--- config.mk ---
export PLATFORM = sky130hd
export DESIGN_NAME = regfile_scoreboard_flat
export DESIGN_NICKNAME = d
export VERILOG_FILES = /design/src/rtl/regfile_scoreboard_pkg.sv /design/src/rtl/regfile_scoreboard_if.sv /design/src/rtl/regfile_scoreboard_sb_counter.sv /design/src/rtl/regfile_scoreboard.sv /design/src/flat_wrapper.sv
export SDC_FILE = /design/constraint.sdc
export NUM_CORES = 1
export LEC_CHECK = 0
export CORE_MARGIN = 5
export CORE_UTILIZATION = 55
export DETAILED_ROUTE_END_ITERATION = 8
export PLACE_DENSITY_LB_ADDON = 0.08
export SYNTH_ARGS = -nofsm -noshare
export SYNTH_HDL_FRONTEND = slang
export SYNTH_HIERARCHICAL = 1
export SYNTH_SLANG_ARGS = --single-unit
--- constraint.sdc ---
create_clock -name clk -period 6.8 [get_ports clk]
set_input_delay 0.68 -clock clk [delete_from_list [all_inputs] [get_ports clk]]
set_output_delay 0.68 -clock clk [all_outputs]
set_load 0.05 [all_outputs]
--- src/rtl/regfile_scoreboard_pkg.sv ---
// Shared types and default sizing for the ID-stage register file.
package lc3b_types;
  typedef logic [15:0] lc3b_word;
  typedef logic [2:0]  lc3b_reg;

  localparam int REGFILE_NUM_RD   = 4;
  localparam int REGFILE_MAX_PEND = 3;
endpackage

--- src/rtl/regfile_scoreboard_if.sv ---
// Decode/issue/writeback bus into the register file and scoreboard.
interface regfile_scoreboard_if #(
  parameter int WIDTH    = 16,
  parameter int NUM_REGS = 8,
  parameter int NUM_RD   = 4
);
  localparam int AW = $clog2(NUM_REGS);

  logic [NUM_RD*AW-1:0]    rd_addr;
  logic [NUM_RD*WIDTH-1:0] rd_data;
  logic [NUM_RD-1:0]       rd_busy;
  logic                    wr_en;
  logic [AW-1:0]           wr_addr;
  logic [WIDTH-1:0]        wr_data;
  logic                    wr_retire;
  logic                    issue_en;
  logic [AW-1:0]           issue_dest;
  logic                    issue_ok;
  logic                    flush;
  logic                    sb_err;

  modport master (
    output rd_addr, wr_en, wr_addr, wr_data, wr_retire, issue_en, issue_dest, flush,
    input  rd_data, rd_busy, issue_ok, sb_err
  );

  modport slave (
    input  rd_addr, wr_en, wr_addr, wr_data, wr_retire, issue_en, issue_dest, flush,
    output rd_data, rd_busy, issue_ok, sb_err
  );
endinterface

--- src/rtl/regfile_scoreboard_sb_counter.sv ---
// Per-register pending-write counter. inc is only asserted by the parent
// when the issue was accepted, so the counter can never pass MAX_PEND.
module sb_counter #(
  parameter  int MAX_PEND = 3,
  localparam int CW       = $clog2(MAX_PEND+1)
) (
  input  logic          clk,
  input  logic          reset,
  input  logic          clr,
  input  logic          inc,
  input  logic          dec,
  output logic [CW-1:0] cnt,
  output logic          full,
  output logic          underflow
);
  logic [CW-1:0] cnt_q, cnt_d;
  logic          dec_eff;

  // Next count: clear wins, then +inc -dec with a retire at zero ignored.
  always_comb begin
    cnt_d   = cnt_q;
    dec_eff = dec && (cnt_q != '0);
    if (clr)
      cnt_d = '0;
    else if (inc && !dec_eff && (cnt_q != CW'(MAX_PEND)))
      cnt_d = cnt_q + CW'(1);
    else if (dec_eff && !inc)
      cnt_d = cnt_q - CW'(1);
  end

  // Count register.
  always_ff @(posedge clk) begin
    if (reset) cnt_q <= '0;
    else       cnt_q <= cnt_d;
  end

  assign cnt       = cnt_q;
  assign full      = (cnt_q == CW'(MAX_PEND));
  assign underflow = dec && (cnt_q == '0);
endmodule

--- src/rtl/regfile_scoreboard.sv ---
// Register file with same-cycle write bypass and a pending-write scoreboard.
module regfile_scoreboard
  import lc3b_types::*;
#(
  parameter int WIDTH    = $bits(lc3b_word),
  parameter int NUM_REGS = 8,
  parameter int NUM_RD   = REGFILE_NUM_RD,
  parameter int MAX_PEND = REGFILE_MAX_PEND
) (
  input logic             clk,
  input logic             reset,
  regfile_scoreboard_if.slave bus
);
  localparam int AW = $clog2(NUM_REGS);
  localparam int CW = $clog2(MAX_PEND+1);

  logic [WIDTH-1:0]    regs_q [NUM_REGS];
  logic [CW-1:0]       cnt    [NUM_REGS];
  logic [NUM_REGS-1:0] retire, inc, full, underflow;
  logic                issue_ok;
  logic                sb_err_q, sb_err_d;

  // Decode retire/issue per register; a full register still accepts an
  // issue when it is retiring in the same cycle.
  always_comb begin
    retire   = '0;
    inc      = '0;
    for (int r = 0; r < NUM_REGS; r++)
      retire[r] = bus.wr_en && bus.wr_retire && (bus.wr_addr == AW'(r));
    issue_ok = !reset && bus.issue_en &&
               (!full[bus.issue_dest] || retire[bus.issue_dest]);
    for (int r = 0; r < NUM_REGS; r++)
      inc[r] = issue_ok && (bus.issue_dest == AW'(r));
  end

  for (genvar r = 0; r < NUM_REGS; r++) begin : g_cnt
    sb_counter #(.MAX_PEND(MAX_PEND)) u_cnt (
      .clk       (clk),
      .reset     (reset),
      .clr       (bus.flush),
      .inc       (inc[r]),
      .dec       (retire[r]),
      .cnt       (cnt[r]),
      .full      (full[r]),
      .underflow (underflow[r])
    );
  end

  // Data array: plain flops, every register writable.
  always_ff @(posedge clk) begin
    if (reset) begin
      for (int r = 0; r < NUM_REGS; r++) regs_q[r] <= '0;
    end else if (bus.wr_en) begin
      regs_q[bus.wr_addr] <= bus.wr_data;
    end
  end

  // Sticky error: retire against an empty counter; masked by flush.
  always_comb sb_err_d = sb_err_q | ((|underflow) && !bus.flush);

  // Error flag register.
  always_ff @(posedge clk) begin
    if (reset) sb_err_q <= 1'b0;
    else       sb_err_q <= sb_err_d;
  end

  // Read ports: bypass the in-flight write; busy already accounts for a
  // final retire landing this cycle, but not for a same-cycle issue.
  for (genvar p = 0; p < NUM_RD; p++) begin : g_rd
    logic [AW-1:0] a;
    assign a = bus.rd_addr[p*AW +: AW];
    assign bus.rd_data[p*WIDTH +: WIDTH] =
      (bus.wr_en && (bus.wr_addr == a)) ? bus.wr_data : regs_q[a];
    assign bus.rd_busy[p] = (cnt[a] != '0) && !(retire[a] && (cnt[a] == CW'(1)));
  end

  assign bus.issue_ok = issue_ok;
  assign bus.sb_err   = sb_err_q;
endmodule

--- src/flat_wrapper.sv ---
// flat-port wrapper written by rule: the top's interface ports become plain ports
module regfile_scoreboard_flat import lc3b_types::*;
#(
  parameter int WIDTH    = $bits(lc3b_word),
  parameter int NUM_REGS = 8,
  parameter int NUM_RD   = REGFILE_NUM_RD,
  parameter int MAX_PEND = REGFILE_MAX_PEND
)
  (clk, reset, bus_rd_addr, bus_wr_en, bus_wr_addr, bus_wr_data, bus_wr_retire, bus_issue_en, bus_issue_dest, bus_flush, bus_rd_data, bus_rd_busy, bus_issue_ok, bus_sb_err);
  regfile_scoreboard_if #(.WIDTH(WIDTH), .NUM_REGS(NUM_REGS), .NUM_RD(NUM_RD)) bus_i ();
  input logic clk;
  input logic reset;
  input wire logic [$bits(bus_i.rd_addr)-1:0] bus_rd_addr;
  input wire logic [$bits(bus_i.wr_en)-1:0] bus_wr_en;
  input wire logic [$bits(bus_i.wr_addr)-1:0] bus_wr_addr;
  input wire logic [$bits(bus_i.wr_data)-1:0] bus_wr_data;
  input wire logic [$bits(bus_i.wr_retire)-1:0] bus_wr_retire;
  input wire logic [$bits(bus_i.issue_en)-1:0] bus_issue_en;
  input wire logic [$bits(bus_i.issue_dest)-1:0] bus_issue_dest;
  input wire logic [$bits(bus_i.flush)-1:0] bus_flush;
  output wire logic [$bits(bus_i.rd_data)-1:0] bus_rd_data;
  output wire logic [$bits(bus_i.rd_busy)-1:0] bus_rd_busy;
  output wire logic [$bits(bus_i.issue_ok)-1:0] bus_issue_ok;
  output wire logic [$bits(bus_i.sb_err)-1:0] bus_sb_err;
  assign bus_i.rd_addr = bus_rd_addr;
  assign bus_i.wr_en = bus_wr_en;
  assign bus_i.wr_addr = bus_wr_addr;
  assign bus_i.wr_data = bus_wr_data;
  assign bus_i.wr_retire = bus_wr_retire;
  assign bus_i.issue_en = bus_issue_en;
  assign bus_i.issue_dest = bus_issue_dest;
  assign bus_i.flush = bus_flush;
  assign bus_rd_data = bus_i.rd_data;
  assign bus_rd_busy = bus_i.rd_busy;
  assign bus_issue_ok = bus_i.issue_ok;
  assign bus_sb_err = bus_i.sb_err;
  regfile_scoreboard #(.WIDTH(WIDTH), .NUM_REGS(NUM_REGS), .NUM_RD(NUM_RD), .MAX_PEND(MAX_PEND)) u_core (.clk(clk), .reset(reset), .bus(bus_i));
endmodule
==> reports/metrics.cfg <==
[run_status]
status = completed

[setup_path]
worstRegToRegCells = 8
cp_slowest_stage_delay_ns = 0.90
cp_slowest_cell = clkdlybuf4s50_1
cp_common_cell = clkdlybuf4s50_1
cp-start-kind = input pin
end_kind = primary output
crit_chain = clkdlybuf4s50_1 > xnor2_1 > nand4_2 > a21oi_1 > clkdlybuf4s50_1
path_class = in2out
worstPathMaxFanout = 32
cp_data_arrival_time_ns = 4.28
crit_required_ns = 6.12

[placed_design]
place_area_um2 = 12800
pre_cts_ws_ns = 1.81
hpwl_um = 20800
io_buffers = 109
gp_congestion = 0.882

[global_route]
antenna_found_initial = 0
grt.total_usage = 0.289
grt_remaining_overflow = 0
grt_pass1_wl_um = 52500
grt_max_degree = 43
grt_pass1_vias = 8601

[power_and_ir_drop]
cellLeakagePower_nw = 4.96
power.density_nw_per_um2 = 219
ir_worst_vdd_mv = 0.194

[clock_network]
clockRootBuffer = clkbuf_16
ctsHoldBuffers = 0
cts.repair.resized = 0
cts_buffer_depth = 2
post_cts_buffers = 0
clk-insertion-delay-late_ns = 0.43
cts_tree = built
cts_buffers = 17
clkSlewWorstSetupHoldPaths_ns = 0.06
htreeDepth = 4
clock-sinks = 145

[timing]
fin_crit_ns = 4.96
setup_tns_ns = 0
relSlewSlack = 0.247
finalHoldViolations = 0
clock_skew_ns = 0.00532
finalMaxSlewViolations = 0
fmax_mhz = 202
setup_viol = 0
tightestPinTransition_ns = 1.13
fin_crit_sh = 0.729
post-route-worst-setup-slack_ns = 1.84
rsz0062_at_grt = no

[run]
maxCapViolCount = 0

[logic_synthesis]
yosysSeqAreaShare = 0.353
synthCells = 950
synthDistinctLibCells = 55
syn-num-nets = 990
postSynth.asyncResetShare = 0
synth_edf_count = 128
syn_area_um2 = 11800
ys_seq_elements = 145
syn_avg_cell_area_um2 = 12.5
yosysWarnings = 6
synth_top_flop_cell = edfxtp_1

[floorplanning]
die_w_um = 157
start_util = 0.562
rows = 53
pin_count = 110
fp.dieArea_um2 = 24600
die_y_um = 157
coreArea_um2 = 21100

[layout]
area_growth_syn_to_layout_pct = 13.5
final_area_um2 = 13400
nets = 1042
drive_above_1_share = 0.124
final_cell_mix = and2_1, edfxtp_1, clkdlybuf4s50_1, mux4_1, a21oi_1
n_antenna_cell = 0

[drt]
routed_via_density = 6.73
drc_errors = 0
wl_per_cell_um = 26.9
dr.pass1.iters = 5
wirelength_um = 34700
ant_nets = 0
drt-initial-drc-count = 832
vias = 8688

[hold_path]
min_path_type = reg2reg
worstHoldPathCells = 2

==> cells in the mapped netlist (2+ instances only) <==
library cell  instances  area share
clkbuf_4              2      0.0013
mux2i_1              72       0.061
and2b_1               8      0.0051
and2_2                8      0.0051
or4_1                 8      0.0051
xor2_1                2      0.0015
o41ai_1               2      0.0015
and4bb_1              8      0.0085
and2_1              128       0.068
nor4_1                7      0.0037
a211oi_1             12      0.0076
inv_1                17      0.0054
nand2b_1              5      0.0026
dfxtp_1              17       0.029
nor4b_1               4      0.0030
or2_2                 9      0.0048
nor2b_1               2      0.0011
clkbuf_1             25      0.0079
nand3_1               9      0.0038
clkbuf_2              4      0.0017
o221ai_1              4      0.0030
mux2_2                8      0.0076
nand2_1               5      0.0016
nor3_2                3      0.0025
xnor2_1              12      0.0089
mux4_1               96        0.21
buf_6                22       0.021
buf_2                29       0.012
mux4_2               33       0.063
nor3_1               26       0.011
a21oi_1              85       0.036
buf_4                 8      0.0051
nand4_1               3      0.0016
edfxtp_1            128        0.32
o211ai_1              8      0.0051
o21ai_0              28       0.012
nor2_4                3      0.0029
a311oi_1              4      0.0030
nor2_1               80       0.025
==> flip-flops by register name (all words and copies together), names as in the netlist <==
register and flops:
u_core/g_cnt.u_cnt/cnt 16, u_core/regs_q 128, u_core/bus.sb_err 1
==> cell type report <==
class                           count  area [µm²]
Clock buffer                       18         429
Clock inverter                     14         226
Fill cell                        1657        7640
Inverter                           17        63.8
Multi-Input combinational cell    698        7030
Sequential cell                   145        4180
Tap cell                          275         344
Timing Repair Buffer              123        1170
==> final timing paths <==
check / from / to / slack (ns)
worst min-delay path: u_core/bus.sb_err / u_core/bus.sb_err / 0.48
worst max register to register: u_core/g_cnt[4].u_cnt/cnt[1] / u_core/g_cnt[7].u_cnt/cnt[0] / 4.25
worst min register to register: u_core/bus.sb_err / u_core/bus.sb_err / 0.48
worst max-delay path: bus_wr_addr[0] / bus_rd_data[51] / 1.84
==> power by group <==
| group | total (mW) | switching [mW] | internal, mW |
|---|---|---|---|
| registers | 1.06 | 0.0436 | 1.02 |
| clock network | 1.05 | 0.396 | 0.659 |
| logic | 0.821 | 0.496 | 0.325 |
| total | 2.94 | 0.935 | 2.00 |
==> cell families after synthesis <==
family,after synthesis,share of synthesized area
compound gates,145,0.0692
buf+inv,107,0.0545
flops,145,0.353
xor+xnor,14,0.0104
simple gates,329,0.166
mux,210,0.346
==> worst max-delay path: cells and delay by family <==
family | cells | cell delay, ns
AOI/OAI and AO/OA | 1 | 0.41
xor gates and xnor gates | 1 | 0.52
buffers and inverters | 2 | 1.75
and+or+nand+nor | 1 | 0.90
==> per-layer routing <==
metal | share of wire | up-vias | track usage
met1 | 0.41 | 4338 | 0.383
met2 | 0.49 | 394 | 0.477
met4 | 0.028 | 0 | 0.0955
met5 | 0 | - | 0
li1 | - | 3877 | -
met3 | 0.077 | 79 | 0.0633
==> per-stage QoR <==
step,total power [mW],util,hold WS (ns),std cells
2_1_floorplan,1.65,-,0.504,950
3_3_place_gp,1.89,0.607,0.452,1258
3_5_place_dp,1.90,0.607,0.468,1258
4_1_cts,2.95,0.638,0.483,1290
5_1_grt,3.03,0.638,0.496,1290
6_report,2.94,0.638,0.476,1290
Note: power is estimated with default switching activity, not from simulation.
